### config.mk
export PLATFORM = sky130hd
export DESIGN_NAME = data_proc_pipe
export DESIGN_NICKNAME = d
export VERILOG_FILES = /design/src/rtl/data_proc_pipe.sv
export SDC_FILE = /design/constraint.sdc
export NUM_CORES = 1
export LEC_CHECK = 0
export BUFFER_PORTS_ARGS = -buffer_cell sky130_fd_sc_hd__buf_2
export CORE_MARGIN = 2
export CORE_UTILIZATION = 59
export CTS_BUF_LIST = sky130_fd_sc_hd__clkbuf_8 sky130_fd_sc_hd__clkbuf_16
export DETAILED_ROUTE_END_ITERATION = 8
export PLACE_DENSITY_LB_ADDON = 0.2
export SETUP_SLACK_MARGIN = 0.02
export SLEW_MARGIN = 30
export SYNTH_ARGS = -nofsm -noshare
export SYNTH_HDL_FRONTEND = slang
export SYNTH_SLANG_ARGS = --single-unit
export TNS_END_PERCENT = 20
### constraint.sdc
create_clock -name clk -period 2.65 [get_ports clk]
set_input_delay 0.53 -clock clk [delete_from_list [all_inputs] [get_ports clk]]
set_output_delay 0.53 -clock clk [all_outputs]
set_load 0.01 [all_outputs]
### src/rtl/data_proc_pipe.sv
// data_proc_pipe: two-stage valid/ready arithmetic pipeline.
// S1 captures operands and opcode; S2 computes the W+1-bit signed result,
// the overflow/saturation flag and maintains a running accumulator.
//
// Handshake: a transfer happens on a rising edge where valid and ready are
// both 1. Ready never depends on the matching valid in the same cycle;
// in_ready is derived only from registered occupancy and out_ready. Once
// out_valid is raised, c/ovf/out_valid stay stable until out_ready is seen.
module data_proc_pipe #(
    parameter int W   = 8,
    parameter int SAT = 0
) (
    input  logic         clk,
    input  logic         rst_n,
    input  logic [W-1:0] a,
    input  logic [W-1:0] b,
    input  logic [2:0]   op,
    input  logic         in_valid,
    output logic         in_ready,
    output logic [W:0]   c,
    output logic         ovf,
    output logic         out_valid,
    input  logic         out_ready
);

    localparam logic [2:0] OP_PASS_A = 3'b000;
    localparam logic [2:0] OP_PASS_B = 3'b001;
    localparam logic [2:0] OP_ADD    = 3'b010;
    localparam logic [2:0] OP_SUB    = 3'b011;
    localparam logic [2:0] OP_ACC    = 3'b100;
    localparam logic [2:0] OP_LOAD   = 3'b101;
    localparam logic [2:0] OP_MAX    = 3'b110;
    localparam logic [2:0] OP_MIN    = 3'b111;

    // Saturation limits of the W+1-bit accumulator.
    localparam logic [W:0] ACC_MAX = {1'b0, {W{1'b1}}};
    localparam logic [W:0] ACC_MIN = {1'b1, {W{1'b0}}};

    // Stage 1 holding registers.
    logic [W-1:0] r_a;
    logic [W-1:0] r_b;
    logic [2:0]   r_op;
    logic         r_s1_valid;

    // Running accumulator, touched only by OP_ACC / OP_LOAD.
    logic [W:0]   r_acc;

    // Stage enables and the S1->S2 move strobe.
    logic         w_en1;
    logic         w_en2;
    logic         w_s1_move;

    // Sign-extended operands and datapath results.
    logic [W:0]   w_a_ext;
    logic [W:0]   w_b_ext;
    logic [W+1:0] w_acc_sum;
    logic         w_acc_oflow;
    logic [W:0]   w_res;
    logic         w_ovf;
    logic [W:0]   w_acc_nxt;
    logic         w_acc_load;

    // S2 may take new data when it is empty or being drained this edge;
    // S1 may take new data when it is empty or moving into S2 this edge.
    assign w_en2     = !out_valid || out_ready;
    assign w_en1     = !r_s1_valid || w_en2;
    assign in_ready  = w_en1;
    assign w_s1_move = w_en2 && r_s1_valid;

    // All arithmetic is done on operands widened by one sign bit.
    assign w_a_ext = {r_a[W-1], r_a};
    assign w_b_ext = {r_b[W-1], r_b};

    // Accumulate with one guard bit so the true sum is always representable;
    // overflow of the W+1-bit result shows up as the two top bits differing.
    always_comb begin
        w_acc_sum   = {r_acc[W], r_acc} + {w_a_ext[W], w_a_ext};
        w_acc_oflow = w_acc_sum[W+1] ^ w_acc_sum[W];
    end

    // Result, flag and accumulator-next selection for the op held in S1.
    always_comb begin
        w_res      = '0;
        w_ovf      = 1'b0;
        w_acc_nxt  = r_acc;
        w_acc_load = 1'b0;
        case (r_op)
            OP_PASS_A: w_res = w_a_ext;
            OP_PASS_B: w_res = w_b_ext;
            OP_ADD:    w_res = w_a_ext + w_b_ext;
            OP_SUB:    w_res = w_a_ext - w_b_ext;
            OP_ACC: begin
                w_acc_load = 1'b1;
                w_ovf      = w_acc_oflow;
                if ((SAT != 0) && w_acc_oflow) begin
                    // Sign of the guard bit tells which rail was crossed.
                    w_acc_nxt = w_acc_sum[W+1] ? ACC_MIN : ACC_MAX;
                end else begin
                    w_acc_nxt = w_acc_sum[W:0];
                end
                w_res = w_acc_nxt;
            end
            OP_LOAD: begin
                w_acc_load = 1'b1;
                w_acc_nxt  = w_a_ext;
                w_res      = w_a_ext;
            end
            OP_MAX: w_res = ($signed(w_a_ext) >= $signed(w_b_ext)) ? w_a_ext : w_b_ext;
            OP_MIN: w_res = ($signed(w_a_ext) <= $signed(w_b_ext)) ? w_a_ext : w_b_ext;
            default: w_res = '0;
        endcase
    end

    // Stage 1: capture a new transaction whenever S1 is free to advance.
    always_ff @(posedge clk or negedge rst_n) begin
        if (!rst_n) begin
            r_s1_valid <= 1'b0;
            r_a        <= '0;
            r_b        <= '0;
            r_op       <= '0;
        end else if (w_en1) begin
            r_s1_valid <= in_valid;
            if (in_valid) begin
                r_a  <= a;
                r_b  <= b;
                r_op <= op;
            end
        end
    end

    // Stage 2: register result and flag; hold everything while stalled.
    always_ff @(posedge clk or negedge rst_n) begin
        if (!rst_n) begin
            out_valid <= 1'b0;
            c         <= '0;
            ovf       <= 1'b0;
        end else if (w_en2) begin
            out_valid <= r_s1_valid;
            if (r_s1_valid) begin
                c   <= w_res;
                ovf <= w_ovf;
            end
        end
    end

    // Accumulator: updates only as an accumulate/load op enters S2.
    always_ff @(posedge clk or negedge rst_n) begin
        if (!rst_n) begin
            r_acc <= '0;
        end else if (w_s1_move && w_acc_load) begin
            r_acc <= w_acc_nxt;
        end
    end

endmodule

## Yosys cells after proc, flatten, opt, wreduce, memory -nomap -nowiden

Index checks and enable logic that the tools add are counted.

| word-level totals | value |
|---|---|
| register bits | 40 |
| logic and storage cells | 40 |

| operators by class | value |
|---|---|
| add/sub/neg operators | 3 |
| $lt $le $gt $ge | 2 |
| equal/unequal tests | 7 |
| muxes and demuxes | 6 |
| bitwise gates (word level) | 1 |
| reduce and logical (&&, ||, !) cells | 13 |

Operators with widths:

| kind | number |
|---|---|
| $pmux W9 S7 | 1 |
| $mux W9 | 2 |
| $pmux W9 S2 | 1 |
| $eq A3 B3 Y1 const B | 4 |
| $add A9 B8 Y10 | 1 |
| $add A8 B8 Y9 | 1 |
| $sub A8 B8 Y9 | 1 |
| $ge A8 B8 Y1 | 1 |
| $le A8 B8 Y1 | 1 |
| $eq A3 B2 Y1 const B | 2 |
| $reduce_and A2 Y1 | 3 |
| $reduce_or A2 Y1 | 2 |
| $eq A3 B1 Y1 const B | 1 |
| $logic_not A3 Y1 | 1 |
| $logic_and A1 B1 Y1 | 2 |
| $logic_not A1 Y1 | 2 |
| $logic_or A1 B1 Y1 | 2 |
| $mux W1 | 2 |
| $reduce_bool A2 Y1 | 1 |
| $xor A1 B1 Y1 | 1 |

## Logic depth before layout (Yosys ltp)

| logic depth | value |
|---|---|
| word-level depth | 5 |
| gate-level depth with buffers | 11 |
| mapped depth without buffers | 11 |

## Worst setup path after synthesis

OpenSTA, ideal clock, no wires.

| timing path | value |
|---|---|
| kind | register to register |
| start | reg r_a[7] |
| end | reg c[5] |
| library setup time | 132 ps |
| data arrival time | 2229 ps |
| data required time | 2518 ps |
| path slack | 289 ps |
| cell stages (with the launch flop) | 9 |
| path buffers | 0 |
| cell sequence | dfrtp_1 > ha_1 > or3b_1 > a21oi_1 > a31oi_1 > o21ai_0 > a211oi_4 > a221oi_1 > a21oi_1 |

| on the way | value |
|---|---|
| word-level cells in the longest chain between the ends | 3 |
| elaborated cells between the ends (all ways) | 5 |
| classes of those cells | 2 x order compare; 3 x mux |

RTL lines:

| element | line | source |
|---|---|---|
| start: declaration | 40 | `logic [W-1:0] r_a;` |
| start signal: assignment | 118 | `r_a <= '0;` |
| start signal: assignment | 124 | `r_a <= a;` |
| $le A8 B8 Y1 or $ge A8 B8 Y1 (tied branches) | 109, 108 |  |
| $mux W9, on equally long branches | 109, 108 |  |
| $pmux W9 S7 (*) | 87 | `case (r_op)` |
| end signal: assignment | 140 | `c <= w_res;` |
| end: declaration | 20 | `output logic [W:0] c,` |

Mark *: on every way between the ends. The rest lies on a longest branch, timed or not.
A chain may end at the register's enable or synchronous reset.

## Final worst setup path

| timing path | value |
|---|---|
| start | reg r_b[7] |
| end | reg c[5] |

| on the way | value |
|---|---|
| word-level cells in the longest chain between the ends | 3 |
| elaborated cells between the ends (all ways) | 5 |
| classes of those cells | 2 x order compare; 3 x mux |

RTL lines:

| element | line | source |
|---|---|---|
| start: declaration | 41 | `logic [W-1:0] r_b;` |
| start signal: assignment | 119 | `r_b <= '0;` |
| start signal: assignment | 125 | `r_b <= b;` |
| $le A8 B8 Y1 or $ge A8 B8 Y1 (tied branches) | 109, 108 |  |
| $mux W9, on equally long branches | 109, 108 |  |
| $pmux W9 S7 (*) | 87 |  |

Marks and branches as above.

==> metrics <==
Reg2Reg Depth 10; Setup Skew 9.15 ps; grt total ovfl 0; fin crit period 2590 ps; dominant register cell in the synthesized netlist dfrtp_1; Synth Warn # 0; met2 wire length 3490 um; max_slew headroom 55.6%; GRT Util Overall 28.4%; detailed-route DRC error count 0; Synth Instances 324; Sinks on Clock Net 40; Syn Nets 375; initial detailed-routing violation count 249; final hold violations 0; Hold/Removal Path Class primary input to async pin; syn avg cell area 9.12 um2; RSZ-0062 raised after global routing true; Post-layout nets 421; Lkg Pwr 1.57 nW; Worst setup SP type flip-flop; CTS Buf Count 5; period utilization 97.7%; Seq/Total Area, Yosys 33.9%; worst-skew pair later-pin latency 300 ps; Mapped Area 2960 um2; buffer depth of the longest clock path 2; CP arrival 2770 ps; Std-Cell Rows 25; I/O Buffers 34; first-pass GRT wire length 12000 um; Detailed Route WL 7490 um; placed instance area 3270 um2; Reg-to-Reg End c[5]$_DFFE_PN0P_; FMAX 386 MHz; Pwr Density 897 nW/um2; VDD IR-drop max 0.693 mV; CP endpoint kind flip-flop; WS Path Type flip-flop to flip-flop; WP data required 2830 ps; met3 wire len 471 um; per-cell routed wire length 17.1 um; Post-DRT Antenna Nets 0; Die ar. 5590 um2; actual transition at the worst max-transition pin 666 ps; Netlist cell types 50; die width 74.8 um; CTS tree yes; Final GP Congestion 0.892; Setup WS pre-CTS 134 ps; status finished clean; diode count 0; clk slew on worst S/H paths 80 ps; commonest non-fill, non-tap cells in the layout dfrtp_1, buf_2, nor2_1; Area Growth Syn to Fin 14.5%; met1 WL 3380 um; Placeable Area 4790 um2; io pins 35; flops & latches, synth 40; Synth async-reset ratio 100%; Vias per Instance 6.10; Setup Total Neg Slack 0 ps; initial antenna violation count 0; top sig layer met4; number of global-route vias before repair 2517; Reg2Reg Setup Slack 60 ps; DR vias 2666; H-Tree Depth 2; most common cell after layout, fill and taps aside dfrtp_1; Detailed Place HPWL 5670 um; Min Hold Slack 207 ps; Final Worst Setup Slack 61.3 ps; Initial Utilization 61.8%; Finished Cell Area 3380 um2; Root Buffer clkbuf_8; die height 74.8 um; DRT Pass-1 Iters 5; largest net degree at the start of global routing 41; Critical R2R Launch r_b[7]$_DFFE_PN0P_; number of endpoints failing setup at the final stage 0; share of layout cells above drive strength 1 23.0%; Post-synth EDFFs 0; Slew Viols, Final 0; max-cap viol count 0; largest fanout on the critical path 4
-- logic make-up after synthesis --
group,Yosys count,synth area share (%)
AOI/OAI and AO/OA,100,22.2
and+or+nand+nor,90,15.0
DFF,40,33.9
buffers and inverters,31,4.15
adders and majority gates,28,12.6
muxes,23,8.64
xor gates and xnor gates,12,3.56
-- repair_timing --
action,in CTS,in global routing
setup endpoints to repair,0,7
resized for setup,0,5
buffers inserted,0,3
hold buffers,0,0
-- worst max-delay path, stage by stage, from the launching register on --
cell and delay, ps:
dfrtp_1 390, inv_1 80, ha_1 300, or3b_1 390, o21ai_0 300, a31oi_2 110
o21ai_1 240, a211oi_4 110, buf_4 160, a221oi_1 290, a21oi_1 100
-- state kept, by name, indices dropped and copies added, names as in the netlist --
signal,flops
r_op,3
ovf,1
r_b,8
out_valid,1
c,9
r_s1_valid,1
r_a,8
r_acc,9
-- per-layer routing --
| metal | up-vias | global-route usage [%] |
|---|---|---|
| li1 | 1251 | - |
| met1 | 1286 | 41.0 |
| met2 | 108 | 45.4 |
| met3 | 21 | 3.88 |
| met4 | 0 | 7.74 |
| met5 | - | 0 |
-- how the worst max path moves through the flow --
stage	startpoint	to	cells after the start	slack [ps]
floorplan	r_a[7]$_DFFE_PN0P_	c[5]$_DFFE_PN0P_	8	290
global placement	r_b[7]$_DFFE_PN0P_	c[3]$_DFFE_PN0P_	9	170
detailed placement	r_b[7]$_DFFE_PN0P_	c[5]$_DFFE_PN0P_	9	130
CTS	r_b[7]$_DFFE_PN0P_	c[5]$_DFFE_PN0P_	9	110
global route	r_b[7]$_DFFE_PN0P_	c[5]$_DFFE_PN0P_	10	6
finish	r_b[7]$_DFFE_PN0P_	c[5]$_DFFE_PN0P_	10	60
-- cell type report --
| class | instances | area, um2 |
|---|---|---|
| Inverter | 17 | 63.8 |
| Multi-Input combinational cell | 253 | 1840 |
| Clock buffer | 5 | 68.8 |
| Sequential cell | 40 | 1000 |
| Clock inverter | 2 | 8.76 |
| Timing Repair Buffer | 53 | 315 |
| Tap cell | 67 | 83.8 |
| Fill cell | 390 | 1400 |
-- power breakdown --
| group | leakage [nW] | switching, W | internal [W] | total [W] |
|---|---|---|---|---|
| logic | 1.06 | 0.000939 | 0.000778 | 0.00172 |
| registers | 0.471 | 0.000148 | 0.000781 | 0.000929 |
| clock network | 0.0452 | 0.000213 | 0.000175 | 0.000389 |
| total | 1.57 | 0.00130 | 0.00173 | 0.00303 |
-- metrics by stage --
stage	cells	power (W)	util (%)
floorplan	324	0.00207	-
global placement	427	0.00250	68.3
detailed placement	427	0.00255	68.3
CTS	434	0.00294	70.0
global route	437	0.00325	70.7
finish	437	0.00303	70.7
-- cell usage after synthesis (4+ instances only) --
master / n / share of area, %
dfrtp_1: 40 / 34
nor2_1: 27 / 3.4
nand2_1: 26 / 3.3
ha_1: 25 / 11
a21oi_1: 24 / 4.1
o21ai_0: 23 / 3.9
mux2_2: 20 / 7.6
inv_1: 17 / 2.2
nand2b_1: 11 / 2.3
clkbuf_1: 9 / 1.1
nor2b_1: 8 / 1.7
o22ai_1: 8 / 1.7
a221oi_1: 7 / 2.1
xnor2_1: 7 / 2.1
a21o_1: 6 / 1.5
xor2_1: 5 / 1.5
a31oi_1: 4 / 0.85
and2_1: 4 / 0.85
(Power assumes the default switching activity.)
